==> src/rtl/stv_coin_pulse.sv <==
// COIN1 conditioner for the ST-V I/O port block: debounces the raw coin button,
// queues accepted presses and replays each one as a fixed-width low pulse plus a gap.
module stv_coin_pulse #(
    parameter logic [15:0] TICK_DIV    = 16'd1000,
    parameter logic [7:0]  DEB_TICKS   = 8'd5,
    parameter logic [7:0]  PULSE_TICKS = 8'd6,
    parameter logic [7:0]  GAP_TICKS   = 8'd10,
    parameter int          QDEPTH_W    = 3
) (
    input  logic                CLK,
    input  logic                RST_N,
    input  logic                CE_R,
    input  logic                RES_N,
    input  logic                COIN_IN_N,
    input  logic                LOCKOUT,
    output logic                COIN1,
    output logic                BUSY,
    output logic [QDEPTH_W-1:0] PENDING
);

    typedef enum logic [1:0] {
        IDLE  = 2'd0,
        PULSE = 2'd1,
        GAP   = 2'd2
    } state_t;

    localparam logic [QDEPTH_W-1:0] PEND_MAX = '1;
    localparam logic [QDEPTH_W-1:0] PEND_ONE = QDEPTH_W'(1);

    state_t      state;
    logic [15:0] presc;
    logic [7:0]  deb_cnt;
    logic [7:0]  timer;
    logic        sync1;
    logic        sync2;
    logic        deb_level;
    logic        tick;
    logic        deb_done;
    logic        accept;
    logic        push;
    logic        pop;

    // Handshake: accept is a one-cycle strobe with no back-pressure; the queue
    // absorbs it in the same cycle, or drops it when locked out or full.
    assign tick     = CE_R && (presc == (TICK_DIV - 16'd1));
    assign deb_done = tick && (sync2 != deb_level) && (deb_cnt == (DEB_TICKS - 8'd1));
    assign accept   = deb_done && deb_level;
    assign push     = accept && !LOCKOUT;
    assign pop      = (state == IDLE) && (PENDING != '0);

    always_ff @(posedge CLK or negedge RST_N) begin
        if (!RST_N) begin
            sync1     <= 1'b1;
            sync2     <= 1'b1;
            presc     <= '0;
            deb_cnt   <= '0;
            deb_level <= 1'b1;
        end else if (!RES_N) begin
            sync1     <= 1'b1;
            sync2     <= 1'b1;
            presc     <= '0;
            deb_cnt   <= '0;
            deb_level <= 1'b1;
        end else begin
            sync1 <= COIN_IN_N;
            sync2 <= sync1;
            if (CE_R) begin
                presc <= tick ? 16'd0 : presc + 16'd1;
            end
            // Any return to the accepted level restarts the hold window.
            if (sync2 == deb_level) begin
                deb_cnt <= '0;
            end else if (deb_done) begin
                deb_level <= sync2;
                deb_cnt   <= '0;
            end else if (tick) begin
                deb_cnt <= deb_cnt + 8'd1;
            end
        end
    end

    always_ff @(posedge CLK or negedge RST_N) begin
        if (!RST_N) begin
            state   <= IDLE;
            timer   <= '0;
            PENDING <= '0;
            COIN1   <= 1'b1;
            BUSY    <= 1'b0;
        end else if (!RES_N) begin
            state   <= IDLE;
            timer   <= '0;
            PENDING <= '0;
            COIN1   <= 1'b1;
            BUSY    <= 1'b0;
        end else begin
            COIN1 <= (state != PULSE);
            BUSY  <= (state != IDLE) || (PENDING != '0);
            case ({push, pop})
                2'b10: if (PENDING != PEND_MAX) PENDING <= PENDING + PEND_ONE;
                2'b01: PENDING <= PENDING - PEND_ONE;
                default: ;
            endcase
            case (state)
                IDLE: begin
                    if (pop) begin
                        state <= PULSE;
                        timer <= '0;
                    end
                end
                PULSE: begin
                    if (tick) begin
                        if (timer == (PULSE_TICKS - 8'd1)) begin
                            state <= GAP;
                            timer <= '0;
                        end else begin
                            timer <= timer + 8'd1;
                        end
                    end
                end
                GAP: begin
                    if (tick) begin
                        if (timer == (GAP_TICKS - 8'd1)) begin
                            state <= IDLE;
                            timer <= '0;
                        end else begin
                            timer <= timer + 8'd1;
                        end
                    end
                end
                default: begin
                    state <= IDLE;
                    timer <= '0;
                end
            endcase
        end
    end

    // Zero-length pulse or gap would wrap the timer compare to 255 ticks.
    a_legal_ticks: assert property (@(posedge CLK) (PULSE_TICKS != 8'd0) && (GAP_TICKS != 8'd0));

endmodule
==> config.mk <==
export PLATFORM = sky130hd
export DESIGN_NAME = stv_coin_pulse
export DESIGN_NICKNAME = d
export VERILOG_FILES = /design/src/rtl/stv_coin_pulse.sv
export SDC_FILE = /design/constraint.sdc
export NUM_CORES = 1
export LEC_CHECK = 0
export ABC_AREA = 0
export BUFFER_PORTS_ARGS = -buffer_cell sky130_fd_sc_hd__clkbuf_2
export CELL_PAD_IN_SITES_DETAIL_PLACEMENT = 0
export CELL_PAD_IN_SITES_GLOBAL_PLACEMENT = 1
export CORE_ASPECT_RATIO = 0.6
export CORE_MARGIN = 10
export CORE_UTILIZATION = 51
export DETAILED_ROUTE_END_ITERATION = 16
export PLACE_DENSITY = 0.91
export SYNTH_ARGS = -nofsm -noshare
export SYNTH_HDL_FRONTEND = slang
export SYNTH_SLANG_ARGS = --single-unit
==> constraint.sdc <==
create_clock -name CLK -period 7.25 [get_ports CLK]
set_clock_uncertainty 0.2 [all_clocks]
set_input_delay 2.175 -clock CLK [delete_from_list [all_inputs] [get_ports CLK]]
set_output_delay 2.175 -clock CLK [all_outputs]
set_load 0.01 [all_outputs]
# After elaboration in Yosys (flattened, before gate mapping)
# Index checks and enable logic that the tools add are counted.
# word_totals
ff_bits	42
latch_bits	0
mem_bits_rw	0
rom_bits	0
input_bits	6
out_inout_bits	5
elab_cells	84
mem_count	0
# op_classes
n_addsub	5
n_mul	0
div	0
magnitude_cmp	0
eq_ne	23
shift	0
muxes	31
bitwise	0
reduce_logical	15
# op_table
cell	count
$mux W8	10
$mux W16	3
$pmux W8 S3	1
$ne A3 B3 Y1 const B	7
$add A16 B1 Y16 const B	1
$add A8 B1 Y8 const B	2
$eq A16 B10 Y1 const B	1
$eq A8 B3 Y1 const B	2
$mux W2	6
$eq A8 B4 Y1 const B	1
$mux W1	7
$logic_and A1 B1 Y1	6
$mux W3	2
$pmux W2 S3	1
$pmux W3 S2	1
$reduce_and A5 Y1	1
$eq A2 B1 Y1 const B	2
$eq A2 B2 Y1 const B	2
$ne A2 B1 Y1 const B	2
$ne A2 B2 Y1 const B	2
$ne A4 B1 Y1 const B	1
$reduce_and A2 Y1	2
$add A3 B1 Y3 const B	1
$ne A3 B1 Y1 const B	1
9 further kinds	9

# Logic depth before layout (Yosys ltp)
# depth
depth_word	9
mapped_depth	11
mapped_depth_nobuf	11

# Worst setup path after synthesis
# OpenSTA, ideal clock, no wires.
# synth_path
path_kind	input-to-reg
from	input port CE_R
to	register PENDING[1]
setup_ps	94
arrival_ps	3713
path_slack_ps	3243
cell_stages	9
cell_sequence	and4b_4 nand4_1 nor3_4 nor2_1 fa_1 nand3_1 o21ai_0 nor2_1 a211oi_1
# synth_between
elab_chain_cells	8
elab_cells_between_ends	12
classes_between	eq/ne (4); mux (2); reduce/logical (6)
# synth_rtl
item	line	text
from (decl)	12	input logic CE_R,
$logic_and A1 B1 Y1 *	45	assign tick = CE_R && (presc == (TICK_DIV - 16'd1));
$logic_and A1 B1 Y1 * (2 in series)	46	assign deb_done = tick && (sync2 != deb_level) && (deb_cnt == (DEB_TICKS - 8'd1));
$logic_and A1 B1 Y1 *	47	assign accept = deb_done && deb_level;
$logic_and A1 B1 Y1 *	48	assign push = accept && !LOCKOUT;
$eq A2 B1 Y1 or $eq A2 B2 Y1 (tied branches)	98	case ({push, pop})
$pmux W3 S2 (tied with other cells)	98	
$mux W3 or $reduce_and A2 Y1 (tied branches)	--	
to (signal assigned)	99	2'b10: if (PENDING != PEND_MAX) PENDING <= PENDING + PEND_ONE;
to (signal assigned)	100	2'b01: PENDING <= PENDING - PEND_ONE;
to (decl)	18	output logic [QDEPTH_W-1:0] PENDING
# Every way passes the cells marked *; elsewhere a longest branch is shown, timed or not.
# A chain may end at the register's enable or synchronous reset.

# Final worst setup path
# Same ends and word-level chain as after synthesis.

==> flow_metrics.py <==
metrics = {
    "worst_setup_path": {
        "crit_type": "in -> reg",
        "path_cells": "clkbuf_2, and4b_4, nand4_1, nor3_4, nor2_1, fa_1, nand3_1, o21ai_0, nor2_1, a211oi_1",
        "reg2regPathDepth": 11,
        "timing.critical_path.mode_cell": "nor2_1",
        "slowest_delay_ps": 510,
        "rr_endpoint": "PENDING[1]$_DFFE_PN0P_",
        "cp-end-kind": "register",
        "worstPathArrival_ps": 4440,
        "ff2ff_setup_slack_ps": 3980,
        "cp.required_ps": 7250,
        "worstPathMaxFanout": 12,
        "cpMaxStageDelayCell": "fa_1",
        "startpoint_type": "input port",
        "r2r-start": "deb_cnt[0]$_DFFE_PN0P_",
    },
    "detailed_routing": {
        "drt_iter0_drc": 74,
        "drt_wl_total_um": 4680,
        "vias": 1722,
        "antenna_left": 0,
        "viasPerCell": 5.33,
        "routedWlPerCell_um": 14.5,
        "drc": 0,
        "drt_first_pass_iters": 4,
    },
    "yosys": {
        "synth_edf_count": 0,
        "synthMuxAreaShare": 0.0307,
        "synth_compound_area_frac": 0.0926,
        "synthAdderAreaFrac": 0.0561,
        "yosys.area.top_type": "dfrtp_1",
        "syn_area_um2": 2360,
        "synth_cells": 247,
        "synth_flop_cell": "dfrtp_1",
        "async_reset_ff_frac": 1.00,
        "yosysSeqAreaShare": 0.447,
        "ys_types": 42,
        "avgSynthCellArea_um2": 9.57,
        "yosysWarnings": 0,
        "syn-num-nets": 263,
        "synth.area.top_cells": "dfrtp_1 40%, xor2_1 5.9%, nor2_1 4.9%",
        "synthDominantCellAreaShare": 0.402,
        "synth_top_family_by_area": "simple AND/OR/NAND/NOR gates",
        "ys_ff_latch": 42,
        "synthXorXnorAreaFrac": 0.0667,
        "synth-simple-area-share": 0.282,
    },
    "clocking": {
        "cts_hold_buffers": 0,
        "path_clk_slew_ps": 70,
        "postCtsSetupBuffers": 0,
        "htree_levels": 2,
        "cts_tree": "yes",
        "cts.root.buffer_cell": "clkbuf_8",
        "cts_num_sinks": 42,
        "post_cts_resized": 0,
        "numCtsBuffers": 5,
        "clk_path_buf_depth": 2,
        "clkLatencyLatePin_ps": 290,
    },
    "global_route": {
        "grt_pass1_vias": 1676,
        "antenna_found_initial": 0,
        "grt_pass1_wl_um": 8010,
        "grt_usage": 0.126,
        "grt_max_degree": 43,
        "overflow": 0,
    },
    "final_layout": {
        "nFillCells": 407,
        "area_growth_syn_to_layout_pct": 9.42,
        "final_cells": 323,
        "diodes": 0,
        "layout.nets": 275,
        "fin_area_um2": 2590,
        "drive_gt1_frac": 0.115,
    },
    "place": {
        "numPortBuffers": 10,
        "placed_cells": 315,
        "placedInstanceArea_um2": 2470,
        "place.gp.congestion": 0.855,
        "place_hpwl_um": 3250,
    },
    "sta": {
        "fin_crit_sh": 0.612,
        "hold_viol": 0,
        "setup_tns_ps": 0,
        "slew_viol_final": 0,
        "relSlewSlack": 0.311,
        "setup_viol": 0,
        "worst_slew_pin_slew_ps": 1030,
        "fmax_mhz": 225,
        "final_period_minus_worst_setup_slack_ps": 4440,
        "rsz0062_at_grt": "false",
    },
    "run": {
        "max_cap_viol_count": 0,
    },
    "floorplanning": {
        "dieHeight_um": 72.7,
        "io_pins": 11,
        "core_area_um2": 4520,
        "fp-row-count": 19,
        "die_w_um": 108,
        "initial_core_util": 0.523,
        "die_area_um2": 7850,
    },
    "power": {
        "total_power_uw": 653,
        "power_density_nw_per_um2": 252,
        "irDropWorstVdd_mv": 0.221,
        "p_leak_nw": 1.19,
    },
    "outcome": {
        "status": "completed",
    },
    "min_path": {
        "hp-start": "sync1$_DFF_PN1_",
        "hold_depth": 1,
        "hold_end": "sync2$_DFF_PN1_",
        "hold_class": "reg -> reg",
    },
}
## through the flow
stage | util | hold slack [ps] | worst slack [ps]
2_1_floorplan | - | 267 | 3240
3_3_place_gp | 0.547 | 271 | 2630
3_5_place_dp | 0.547 | 289 | 2550
4_1_cts | 0.573 | 302 | 2850
5_1_grt | 0.573 | 306 | 2610
6_report | 0.573 | 299 | 2810
## logic make-up (layout without fill, tap and decap cells)
group,Yosys count,in the layout
xor+xnor,18,18
fa+ha+maj,10,10
buf+inv,15,28
simple gates,119,119
compound gates,36,36
flops,42,42
mux,7,7
## sequential cells by signal, summed over array words and instances, names as in the netlist
| name | flops |
|---|---|
| presc | 16 |
| sync2 | 1 |
| deb_level | 1 |
| PENDING | 3 |
| timer | 8 |
| state | 2 |
| sync1 | 1 |
| BUSY | 1 |
| COIN1 | 1 |
| deb_cnt | 8 |
## per-layer routing
| layer | wire length [um] | global-route usage |
|---|---|---|
| met1 | 2570 | 0.182 |
| met2 | 1960 | 0.174 |
| met3 | 116 | 0.0317 |
| met4 | 40 | 0.0472 |
| met5 | 0 | 0 |
## synth_stat cells, drive strengths merged, types with 2 or more instances
cell / instances
ha: 9
nor4: 2
a21o: 2
a21oi: 12
nor2: 31
nor2b: 4
nor3b: 4
or4b: 2
xnor2: 2
or4: 2
dfstp: 4
nand3: 13
a31oi: 2
nand2b: 5
nand2: 23
xor2: 16
and3: 8
o21ai: 11
and4: 5
dfrtp: 38
clkbuf: 4
mux2: 2
nor3: 5
or3: 2
a22o: 5
mux2i: 5
inv: 10
nor4b: 2
nand4: 8
## critical path, delay by kind of cell
| kind | cells | cell delay, ps |
|---|---|---|
| adder cells (fa/ha/maj) | 1 | 510 |
| buffers and inverters | 1 | 140 |
| AND/OR/NAND/NOR | 6 | 1310 |
| AO/OA/AOI/OAI | 2 | 280 |
## how the worst max path moves through the flow
| stage | start | endpoint | slack, ps | cells after the start |
|---|---|---|---|---|
| final | CE_R | PENDING[1]$_DFFE_PN0P_ | 2810 | 10 |
| after global routing | CE_R | PENDING[1]$_DFFE_PN0P_ | 2610 | 10 |
| after CTS | CE_R | PENDING[2]$_DFFE_PN0P_ | 2850 | 9 |
| after detailed placement | CE_R | PENDING[2]$_DFFE_PN0P_ | 2550 | 9 |
| after global placement | CE_R | PENDING[1]$_DFFE_PN0P_ | 2630 | 10 |
| after floorplan | CE_R | PENDING[1]$_DFFE_PN0P_ | 3240 | 9 |
## cells in the final DEF, fill, tap and decap left out, types with 2 or more instances in the layout
cell | netlist | final
nand3_1 | 13 | 13
nor4_1 | 2 | 2
mux2i_1 | 5 | 5
o21ai_0 | 11 | 11
ha_1 | 9 | 9
a31oi_1 | 2 | 2
or4_1 | 2 | 2
and4_1 | 4 | 4
mux2_2 | 2 | 2
clkbuf_2 | 0 | 10
inv_1 | 10 | 10
xor2_1 | 16 | 16
nand2_1 | 23 | 23
dfrtp_1 | 38 | 38
nor2_1 | 31 | 31
clkbuf_8 | 0 | 6
nor3b_1 | 4 | 4
nand2b_1 | 5 | 5
dfstp_2 | 4 | 4
a21oi_1 | 12 | 12
and3_1 | 7 | 7
xnor2_1 | 2 | 2
or4b_4 | 2 | 2
a22o_1 | 5 | 5
nor3_1 | 4 | 4
or3_1 | 2 | 2
nor2b_1 | 4 | 4
nand4_1 | 8 | 8
a21o_1 | 2 | 2
## power by group
| part | internal [mW] | leakage (nW) | switching [mW] | total, mW |
|---|---|---|---|---|
| Sequential | 0.252 | 0.568 | 0.0200 | 0.272 |
| Combinational | 0.0769 | 0.559 | 0.114 | 0.190 |
| Clock | 0.112 | 0.0585 | 0.0777 | 0.190 |
## final cells by class
cell class              instances  area, um2  area share
repair buffers                 10       50.0      0.0194
well taps                      63       78.8      0.0305
multi-input cells             190       1250       0.482
clock buffers                   7       86.3      0.0334
inverters                      10       37.5      0.0145
flip-flops and latches         42       1060       0.408
clock inverters                 1       30.0      0.0116
Power figures use the tool's default switching activity.
